## config.mk

```make
export PLATFORM = sky130hd
export DESIGN_NAME = clk_enable_divider
export DESIGN_NICKNAME = d
export VERILOG_FILES = /design/src/rtl/clk_enable_divider.sv
export SDC_FILE = /design/constraint.sdc
export NUM_CORES = 1
export LEC_CHECK = 0
export BUFFER_PORTS_ARGS = -buffer_cell sky130_fd_sc_hd__buf_2
export CORE_UTILIZATION = 62
export DETAILED_ROUTE_END_ITERATION = 6
export PLACE_DENSITY = 0.79
export SYNTH_ARGS = -nofsm -noshare
export SYNTH_HDL_FRONTEND = slang
export SYNTH_SLANG_ARGS = --single-unit
```

## constraint.sdc

```tcl
create_clock -name clk -period 2.85 [get_ports clk]
set_input_delay 0.285 -clock clk [delete_from_list [all_inputs] [get_ports clk]]
set_output_delay 0.285 -clock clk [all_outputs]
set_load 0.01 [all_outputs]
```

## src/rtl/clk_enable_divider.sv

```systemverilog
// Multi-channel clock-enable generator: each channel divides clk by a programmable
// divisor and emits a one-cycle enable (pulse mode) or a toggling level (toggle mode).
//
// state | meaning
// IDLE  | stopped; outputs low; active config tracks the shadow every cycle
// RUN   | counting; enable after count reaches div-1; shadow applied at wrap/resync
module clk_enable_divider #(
  parameter int NUM_CH      = 2,
  parameter int CNT_W       = 8,
  parameter int DEFAULT_DIV = 3,
  localparam int CH_W       = (NUM_CH > 1) ? $clog2(NUM_CH) : 1
) (
  input  logic              clk,
  input  logic              RESET,
  input  logic              run,
  input  logic              resync,
  input  logic              cfg_wr,
  input  logic [CH_W-1:0]   cfg_ch,
  input  logic [CNT_W-1:0]  cfg_div,
  input  logic [CNT_W-1:0]  cfg_phase,
  input  logic              cfg_mode,
  output logic [NUM_CH-1:0] ce_out,
  output logic [NUM_CH-1:0] level_out,
  output logic [NUM_CH-1:0] busy
);

  localparam logic [0:0]       ST_IDLE = 1'b0;
  localparam logic [0:0]       ST_RUN  = 1'b1;
  localparam logic [CNT_W-1:0] ZERO    = '0;
  localparam logic [CNT_W-1:0] ONE     = CNT_W'(1);
  localparam logic [CNT_W-1:0] RST_DIV = CNT_W'(DEFAULT_DIV);

  for (genvar g = 0; g < NUM_CH; g++) begin : g_ch
    localparam logic [CH_W-1:0] CH_ID = CH_W'(g);

    logic [0:0]       state_q, state_d;
    logic [CNT_W-1:0] count_q, count_d;
    logic [CNT_W-1:0] div_q, div_d;
    logic             mode_q, mode_d;
    logic [CNT_W-1:0] sdiv_q, sdiv_d;
    logic [CNT_W-1:0] sphase_q, sphase_d;
    logic             smode_q, smode_d;
    logic             ce_q, ce_d;
    logic             level_q, level_d;

    logic             wr_hit;
    logic             at_term;
    logic [CNT_W-1:0] start_cnt;

    // Out-of-range cfg_ch values match no channel and are dropped.
    assign wr_hit    = cfg_wr && (cfg_ch == CH_ID);
    assign at_term   = (count_q == div_q - ONE);
    // Start/resync value from the shadow, clamped into the new period.
    assign start_cnt = (sphase_q >= sdiv_q) ? (sdiv_q - ONE) : sphase_q;

    always_comb begin
      sdiv_d   = wr_hit ? cfg_div   : sdiv_q;
      sphase_d = wr_hit ? cfg_phase : sphase_q;
      smode_d  = wr_hit ? cfg_mode  : smode_q;
      state_d  = state_q;
      count_d  = count_q;
      div_d    = div_q;
      mode_d   = mode_q;
      ce_d     = 1'b0;
      level_d  = 1'b0;

      if (state_q == ST_IDLE) begin
        div_d   = sdiv_q;
        mode_d  = smode_q;
        count_d = ZERO;
        if (run && (sdiv_q != ZERO)) begin
          state_d = ST_RUN;
          count_d = start_cnt;
          ce_d    = (start_cnt == sdiv_q - ONE);
          level_d = smode_q & ce_d;
        end
      end else if (!run || (div_q == ZERO)) begin
        state_d = ST_IDLE;
        count_d = ZERO;
      end else if (resync || at_term) begin
        // Period boundary: the shadow becomes active; resync takes priority over the wrap.
        div_d  = sdiv_q;
        mode_d = smode_q;
        if (sdiv_q == ZERO) begin
          state_d = ST_IDLE;
          count_d = ZERO;
        end else begin
          count_d = resync ? start_cnt : ZERO;
          ce_d    = (count_d == sdiv_q - ONE);
          level_d = smode_q & (resync ? ce_d : (level_q ^ ce_d));
        end
      end else begin
        count_d = count_q + ONE;
        ce_d    = (count_d == div_q - ONE);
        level_d = mode_q & (level_q ^ ce_d);
      end
    end

    always_ff @(posedge clk) begin
      if (RESET) begin
        state_q  <= ST_IDLE;
        count_q  <= ZERO;
        div_q    <= RST_DIV;
        mode_q   <= 1'b0;
        sdiv_q   <= RST_DIV;
        sphase_q <= ZERO;
        smode_q  <= 1'b0;
        ce_q     <= 1'b0;
        level_q  <= 1'b0;
      end else begin
        state_q  <= state_d;
        count_q  <= count_d;
        div_q    <= div_d;
        mode_q   <= mode_d;
        sdiv_q   <= sdiv_d;
        sphase_q <= sphase_d;
        smode_q  <= smode_d;
        ce_q     <= ce_d;
        level_q  <= level_d;
      end
    end

    assign ce_out[g]    = ce_q;
    assign level_out[g] = level_q;
    assign busy[g]      = (state_q == ST_RUN);
  end

endmodule

```

Yosys cells after proc, flatten, opt, wreduce, memory -nomap -nowiden

Index checks and enable logic that the tools add are counted.
Widths: inputs -> output; s select.

Register bits after elaboration: 74
Logic and storage cells: 124
Memories kept: 0
Input bits: 23
Bits in writable memories: 0
ROM bits: 0
Latch bits: 0

Equality and inequality tests: 12
$add $sub $neg: 6
Shifts and indexed selects: 0
Mux-type cells: 58
Bitwise logic cells: 11
Order comparisons: 2
Reductions and logical operators: 17
Divide/modulo/power cells: 0
Multiply operators: 0

Operators by type and width:

| cell                | number |
|---|---|
| $mux 8              | 20 |
| $eq 8x8->1          | 8 |
| $mux 1              | 38 |
| $logic_not 8->1     | 4 |
| $sub 8x1->8 const B | 4 |
| $add 8x1->8 const B | 2 |
| $ge 8x8->1          | 2 |
| $reduce_bool 8->1   | 2 |
| $and 1x1->1         | 6 |
| $logic_and 1x1->1   | 4 |
| $logic_or 1x1->1    | 4 |
| $ne 2x1->1 const B  | 2 |
| $ne 2x2->1 const B  | 2 |
| $reduce_and 2->1    | 2 |
| $xor 1x1->1         | 4 |
| $logic_not 1->1     | 1 |
| $not 1->1           | 1 |

Longest topological paths before layout

Gate-level depths: netlist of the first run.

Word-level depth: 11
Gate-level depth with buffers: 13
Depth with buffers taken out: 10

Worst setup path before layout of the first run

Ideal clock, no wire load.

Path type: register to register
Start point: register g_ch[1].div_q[4]
End point: register g_ch[1].level_q
Data arrival time: 2.507 ns
Clock period less this slack: 2.589 ns
Path buffers: 1
Cell stages (with the launch flop): 10
Library setup time: 0.083 ns
Slack: 0.261 ns
Cells stage by stage: dfxtp_1 clkbuf_1 or4_1 nor3_1 xor3_1 or3_1 a211oi_2 xor2_1 nand4_1 o221ai_1

Cells in the longest elaborated chain, start to end: 7

RTL lines:

| element                | RTL line | source |
|---|---|---|
| start, declared        | 38       | `logic [CNT_W-1:0] div_q, div_d;` |
| start signal, assigned | 113      | `div_q <= div_d;` |
| $sub 8x1->8            | 52, 94   |  |
| $eq 8x8->1             | 94       | `ce_d = (count_d == div_q - ONE);` |
| $xor 1x1->1            | 95       | `level_d = mode_q & (level_q ^ ce_d);` |
| $and 1x1->1            | 95       |  |
| $mux 1                 | 80       | `end else if (resync \|\| at_term) begin` |
| $mux 1 *               | 77       | `end else if (!run \|\| (div_q == ZERO)) begin` |
| $mux 1 *               | 67       | `if (state_q == ST_IDLE) begin` |
| end signal, assigned   | 119      | `level_q <= level_d;` |
| end, declared          | 44       | `logic level_q, level_d;` |

Every way passes the cells marked *; elsewhere a longest branch is shown, timed or not.
A chain may end at the register's enable or synchronous reset.

Final worst setup path of the first run

Start point: register g_ch[0].sphase_q[0]
End point: register g_ch[0].ce_q

Cells in the longest elaborated chain, start to end: 8

RTL lines:

| element                | RTL line | source |
|---|---|---|
| start, declared        | 41       | `logic [CNT_W-1:0] sphase_q, sphase_d;` |
| start signal, assigned | 116      | `sphase_q <= sphase_d;` |
| $ge 8x8->1             | 54       | `assign start_cnt = (sphase_q >= sdiv_q) ? (sdiv_q - ONE) : sphase_q;` |
| $mux 8 *               | 54       |  |
| $mux 8                 | 88       | `count_d = resync ? start_cnt : ZERO;` |
| $eq 8x8->1             | 89       | `ce_d = (count_d == sdiv_q - ONE);` |
| $mux 1                 | 84       | `if (sdiv_q == ZERO) begin` |
| $mux 1                 | 80       |  |
| $mux 1                 | 77       |  |
| $mux 1 *               | 67       |  |
| end signal, assigned   | 108      | `ce_q <= 1'b0;` |
| end signal, assigned   | 118      | `ce_q <= ce_d;` |
| end, declared          | 43       | `logic ce_q, ce_d;` |

Marked as above.

==> results of run 1 <==
-- repair_timing --
item,in CTS,in global routing
endpoints found under the setup margin,0,9
setup buffers,0,0
gates resized for setup,0,4
-- worst min-delay path, delay by kind of cell --
kind | cells | cell delay, ns
buffers and inverters | 1 | 0.11
AND/OR/NAND/NOR | 1 | 0.05
AO/OA/AOI/OAI | 1 | 0.05
-- power by group through the flow --
stage               clock [mW]  sequential, mW  combinational [mW]
finish                   0.767            1.15               0.589
global route             0.817            1.16               0.656
CTS                      0.774            1.15               0.581
detailed placement           0            1.18               0.577
global placement             0            1.17               0.562
floorplan                    0            1.14               0.455
-- cells in the final DEF (no fill, tap or decap), drive strengths merged, types with 17 or more instances in the layout --
master	n
a21oi	55
buf	45
dfxtp	74
ha	24
inv	36
mux2i	18
nand2	92
nand3	17
nor2	67
o21ai	17
xnor2	39
xor2	24
-- metal layers --
| metal | up-vias | share of wire | track usage | wire length, um |
|---|---|---|---|---|
| li1 | 2323 | - | - | - |
| met1 | 2180 | 0.47 | 0.450 | 5970 |
| met2 | 185 | 0.45 | 0.503 | 5740 |
| met3 | 20 | 0.066 | 0.0312 | 833 |
| met4 | 0 | 0.013 | 0.0910 | 167 |
| met5 | - | 0 | 0 | 0 |
-- path summary, 6_finish.rpt --
kind | startpoint | to | slack, ns | cells past startpoint
worst max-delay path | g_ch[0].sphase_q[0]$_SDFFE_PP0P_ | g_ch[0].ce_q$_SDFF_PP0_ | 0.15 | 9
worst min-delay path | cfg_phase[4] | g_ch[0].sphase_q[4]$_SDFFE_PP0P_ | 0.20 | 3
worst max register to register | g_ch[0].sphase_q[0]$_SDFFE_PP0P_ | g_ch[0].ce_q$_SDFF_PP0_ | 0.15 | 9
worst min register to register | g_ch[1].sphase_q[6]$_SDFFE_PP0P_ | g_ch[1].sphase_q[6]$_SDFFE_PP0P_ | 0.49 | 2
-- cell families after synthesis --
| group | count (synthesis) |
|---|---|
| adder cells (fa/ha/maj) | 24 |
| AO/OA/AOI/OAI | 150 |
| XOR/XNOR | 65 |
| AND/OR/NAND/NOR | 248 |
| buffers and inverters | 81 |
| flip-flops | 74 |
| multiplexers | 18 |
-- flip-flops by register name (all words and copies together), names as in the netlist --
signal,cells
g_ch.count_q,16
g_ch.div_q,16
g_ch.sdiv_q,16
g_ch.sphase_q,16
g_ch.ce_q,2
g_ch.level_q,2
g_ch.mode_q,2
g_ch.smode_q,2
g_ch.state_q,2
-- cell type report --
type,instances,area [um2],share of cell area
Multi-Input combinational cell,505,3280,0.598
Sequential cell,74,1480,0.270
Timing Repair Buffer,45,280,0.0511
Clock buffer,14,173,0.0315
Inverter,36,135,0.0246
Tap cell,102,128,0.0233
Clock inverter,2,10.0,0.00182
==> out/results.txt, run 1 <==
placed cell area: 0.00529 mm2
worst min path class: in2reg
design internal power: 1.72 mW
routed len/inst: 16.3 um
drt drc: 0
CP delay by family, top: compound AO/OA/AOI/OAI gates
total negative slack: 0 ns
H-Tree Depth: 3
LEAKAGE: 2.30 nW
final instance area: 0.00549 mm2
TritonRoute pass-1 iters: 5
Clock Power Share: 0.306
TritonCTS clock tree: built
std cell rows: 32
CTS Buffer Depth: 2
distinct cell type count after synthesis: 66
Area growth syn-to-layout: 7.76%
post-synth top area share: 0.291
synthesized area: 0.00509 mm2
Setup Crit Path Kind: reg2reg
I/O pin cnt: 29
Initial Utilization: 0.649
Total Wirelength: 12,700 um
FF+latch count, synth: 74
via density per instance: 6.05
Antenna Nets Post-Route: 0
Max-cap violations: 0
Clock Pin Slew Worst Setup and Hold Paths: 0.08 ns
die area: 0.00858 mm2
Synth Area in Adders: 0.0590
Startpoint Class: register
dpl ws: 0.142 ns
EDFF count, synth: 0
worst path bufs/invs: 1
CTS Sinks: 74
mux share of post-synthesis cell area: 0.0354
number of fill cells: 670
DR iter-0 viols: 292
XOR/XNOR Fraction of Synth Area: 0.117
core area: 0.00785 mm2
syn_nets: 707
status: finished clean
total power: 2.51 mW
crit share post-route: 0.947
DR vias: 4,708
gr usage total: 0.315
vias in the first global route: 4,356
first-pass GRT wire length: 21,400 um
Slew Viols, Final: 0
combinational power share: 0.235
placed cell count: 762
port buffer count: 28
top cells by area, synth: dfxtp_1 29%, nand2_1 6.8%, xnor2_1 6.7%, ha_1 5.9%, a21oi_1 5.3%
Hold Slack: 0.196 ns
Cells after Synth: 660
maximum ir drop on the vdd rail: 291 uV
WP data arrival: 2.93 ns
largest family of logic cells by synthesized area: simple AND/OR/NAND/NOR gates
Post-Route Skew: 0.0104 ns
min Tclk post-route: 2.70 ns
fin nets: 718
CTS root buffer: clkbuf_8
top_reg_cell synth: dfxtp_1
grt total ovfl: 0
Hold Fails Final Rpt: 0
power per cell area: 457 mW/mm2
Simple-Gate Fraction of Synth Area: 0.228
CP Cell Sequence: inv_1 > ha_1 > nand2b_1 > a21o_1 > a211o_1 > a221o_1 > o22ai_1 > a211oi_1 > a211o_1
CP max stage delay: 0.43 ns
crit-path most repeated cell: a211o_1
top cell type by total area after synthesis: dfxtp_1
setup ws final: 0.152 ns
ratio of cells with drive above 1 in the final layout: 0.108
sw frac: 0.313
latest clock arrival within the worst-skew pair: 0.34 ns
fmax: 371 MHz
die width: 92.6 um
Switch Pwr: 0.786 mW
Setup violations, final: 0
largest net degree at the start of global routing: 42
Post-Layout Cell Count: 778
share of synthesized registers carrying an async set or reset: 0
post-DP HPWL: 9770 um
Req. time, crit path: 3.08 ns
Placer Congestion: 0.930
most frequent cell after synthesis: nand2_1
Slew HR: 0.616
cts hold-fix bufs: 0
synth cell count leaders: 92 x nand2_1, 74 x dfxtp_1, 67 x nor2_1, 54 x a21oi_1, 39 x xnor2_1
post-synthesis compound-gate area fraction: 0.202
Inserted Clock Buffers: 9
Critical Path End Type: register
unrepaired setup endpoints after global routing: no
Util after Layout: 0.699
Flop pwr share: 0.460
die height: 92.6 um
syn avg cell area: 7.72 um2
ANT cells: 0
worst-margin pin slew: 0.576 ns
sequential area share after synthesis: 0.291
initial antenna violation count: 0
crit path max-delay cell type: dfxtp_1
Synth Warn #: 0
critical path peak fanout: 5
(Power assumes the default switching activity.)
==> run 2: changes to the inputs <==
--- a/config.mk
+++ b/config.mk
@@ -8,6 +8,7 @@
 export BUFFER_PORTS_ARGS = -buffer_cell sky130_fd_sc_hd__buf_2
 export CORE_UTILIZATION = 62
 export DETAILED_ROUTE_END_ITERATION = 6
+export MAX_ROUTING_LAYER = met4
 export PLACE_DENSITY = 0.79
 export SYNTH_ARGS = -nofsm -noshare
 export SYNTH_HDL_FRONTEND = slang
==> out/results.txt, run 2 (synthesis gave the netlist of run 1 again) <==
Inserted Clock Buffers: 9
DR iter-0 viols: 262
die height: 92.6 um
number of fill cells: 659
Req. time, crit path: 3.07 ns
TritonRoute pass-1 iters: 5
highest metal used: met4
Area growth syn-to-layout: 8.80%
via density per instance: 6.02
Clock Pin Slew Worst Setup and Hold Paths: 0.08 ns
placed cell area: 0.00530 mm2
commonest cells after routing, fill and taps aside: 92 x nand2_1, 74 x dfxtp_1, 67 x nor2_1, 54 x a21oi_1, 39 x xnor2_1
DR vias: 4,680
Multi-input gate area: 0.00330 mm2
LEAKAGE: 2.32 nW
Slew HR: 0.610
die width: 92.6 um
Initial Utilization: 0.649
maximum ir drop on the vdd rail: 303 uV
Slew Viols, Final: 0
setup ws final: 0.153 ns
initial antenna violation count: 0
ANT cells: 0
Util after Layout: 0.706
grt total ovfl: 0
std cell rows: 32
met2 wire len: 5780 um
drt drc: 0
WL met1: 5970 um
Critical Path End Type: register
first-pass GRT wire length: 20,900 um
dpl ws: 0.207 ns
Max-cap violations: 0
Setup violations, final: 0
TritonCTS clock tree: built
CP Cell Sequence: or4_1 > or3_1 > and3_1 > o31ai_4 > a21oi_2 > o21ai_2 > buf_12 > mux2i_1 > nor2_1
cts hold-fix bufs: 0
Startpoint Class: register
post-cts resize count: 0
gr usage total: 0.317
core area: 0.00785 mm2
Reg area: 0.00148 mm2
Setup Crit Path Kind: reg2reg
worst path bufs/invs: 1
CTS root buffer: clkbuf_8
post-DP HPWL: 9680 um
CTS Buffer Depth: 2
fin nets: 719
Hold Fails Final Rpt: 0
crit path max-delay cell type: or4_1
Post-Route Skew: 0.0139 ns
Placer Congestion: 0.993
fmax: 371 MHz
WP data arrival: 2.92 ns
routed len/inst: 16.1 um
crit share post-route: 0.946
Post-Layout Cell Count: 778
worst-margin pin slew: 0.585 ns
Post-CTS Setup Inserts: 0
placed cell count: 763
CP max stage delay: 0.69 ns
port buffer count: 28
power per cell area: 473 mW/mm2
CP delay by family, top: simple AND/OR/NAND/NOR gates
met3 WL: 606 um
critical path peak fanout: 11
status: finished clean
vias in the first global route: 4,375
latest clock arrival within the worst-skew pair: 0.35 ns
unrepaired setup endpoints after global routing: no
total negative slack: 0 ns
min Tclk post-route: 2.70 ns
CTS Sinks: 74
ratio of cells with drive above 1 in the final layout: 0.112
H-Tree Depth: 3
largest net degree at the start of global routing: 42
I/O pin cnt: 29
final instance area: 0.00554 mm2
worst min path class: in2reg
commonest non-fill, non-tap cell in the layout: nand2_1
Total Wirelength: 12,600 um
die area: 0.00858 mm2
Antenna Nets Post-Route: 0
## run 2: metrics by stage
| step | hold slack [ns] | power, mW |
|---|---|---|
| finish | 0.189 | 2.62 |
| global route | 0.198 | 2.73 |
| CTS | 0.178 | 2.61 |
| detailed placement | 0.476 | 1.75 |
| global placement | 0.466 | 1.73 |
| floorplan | 0.421 | 1.60 |
## run 2: worst register-to-register path, cell delays in order, from the launching register on
cell and delay [ns]:
dfxtp_1 0.35, or4_1 0.69, or3_1 0.36, and3_1 0.20, o31ai_4 0.21, a21oi_2 0.14
o21ai_2 0.22, buf_12 0.17, mux2i_1 0.21, nor2_1 0.05
## run 2: power breakdown
group / switching (mW) / internal, mW
Sequential: 0.0693 / 1.08
Clock: 0.390 / 0.484
Combinational: 0.338 / 0.255
## run 2: layout make-up
class                   count  area share
clock buffers               9      0.0224
repair buffers             46      0.0519
flip-flops and latches     74       0.267
clock inverters             6      0.0149
well taps                 102      0.0230
multi-input cells         505       0.596
inverters                  36      0.0244
## run 2: path summary, 6_finish.rpt
path | cells past startpoint | start | slack, ns | end
worst max register to register | 9 | g_ch[0].div_q[0]$_SDFFE_PP1P_ | 0.15 | g_ch[0].div_q[7]$_SDFFE_PP0P_
worst max-delay path | 9 | g_ch[0].div_q[0]$_SDFFE_PP1P_ | 0.15 | g_ch[0].div_q[7]$_SDFFE_PP0P_
worst min-delay path | 3 | cfg_div[0] | 0.19 | g_ch[1].sdiv_q[0]$_SDFFE_PP1P_
worst min register to register | 2 | g_ch[1].smode_q$_SDFFE_PP0P_ | 0.49 | g_ch[1].smode_q$_SDFFE_PP0P_
## run 2: per-layer routing
| layer | GRT usage | vias up |
|---|---|---|
| li1 | - | 2334 |
| met1 | 0.426 | 2193 |
| met2 | 0.504 | 132 |
| met3 | 0.0353 | 21 |
| met4 | 0.0987 | 0 |
| met5 | - | - |
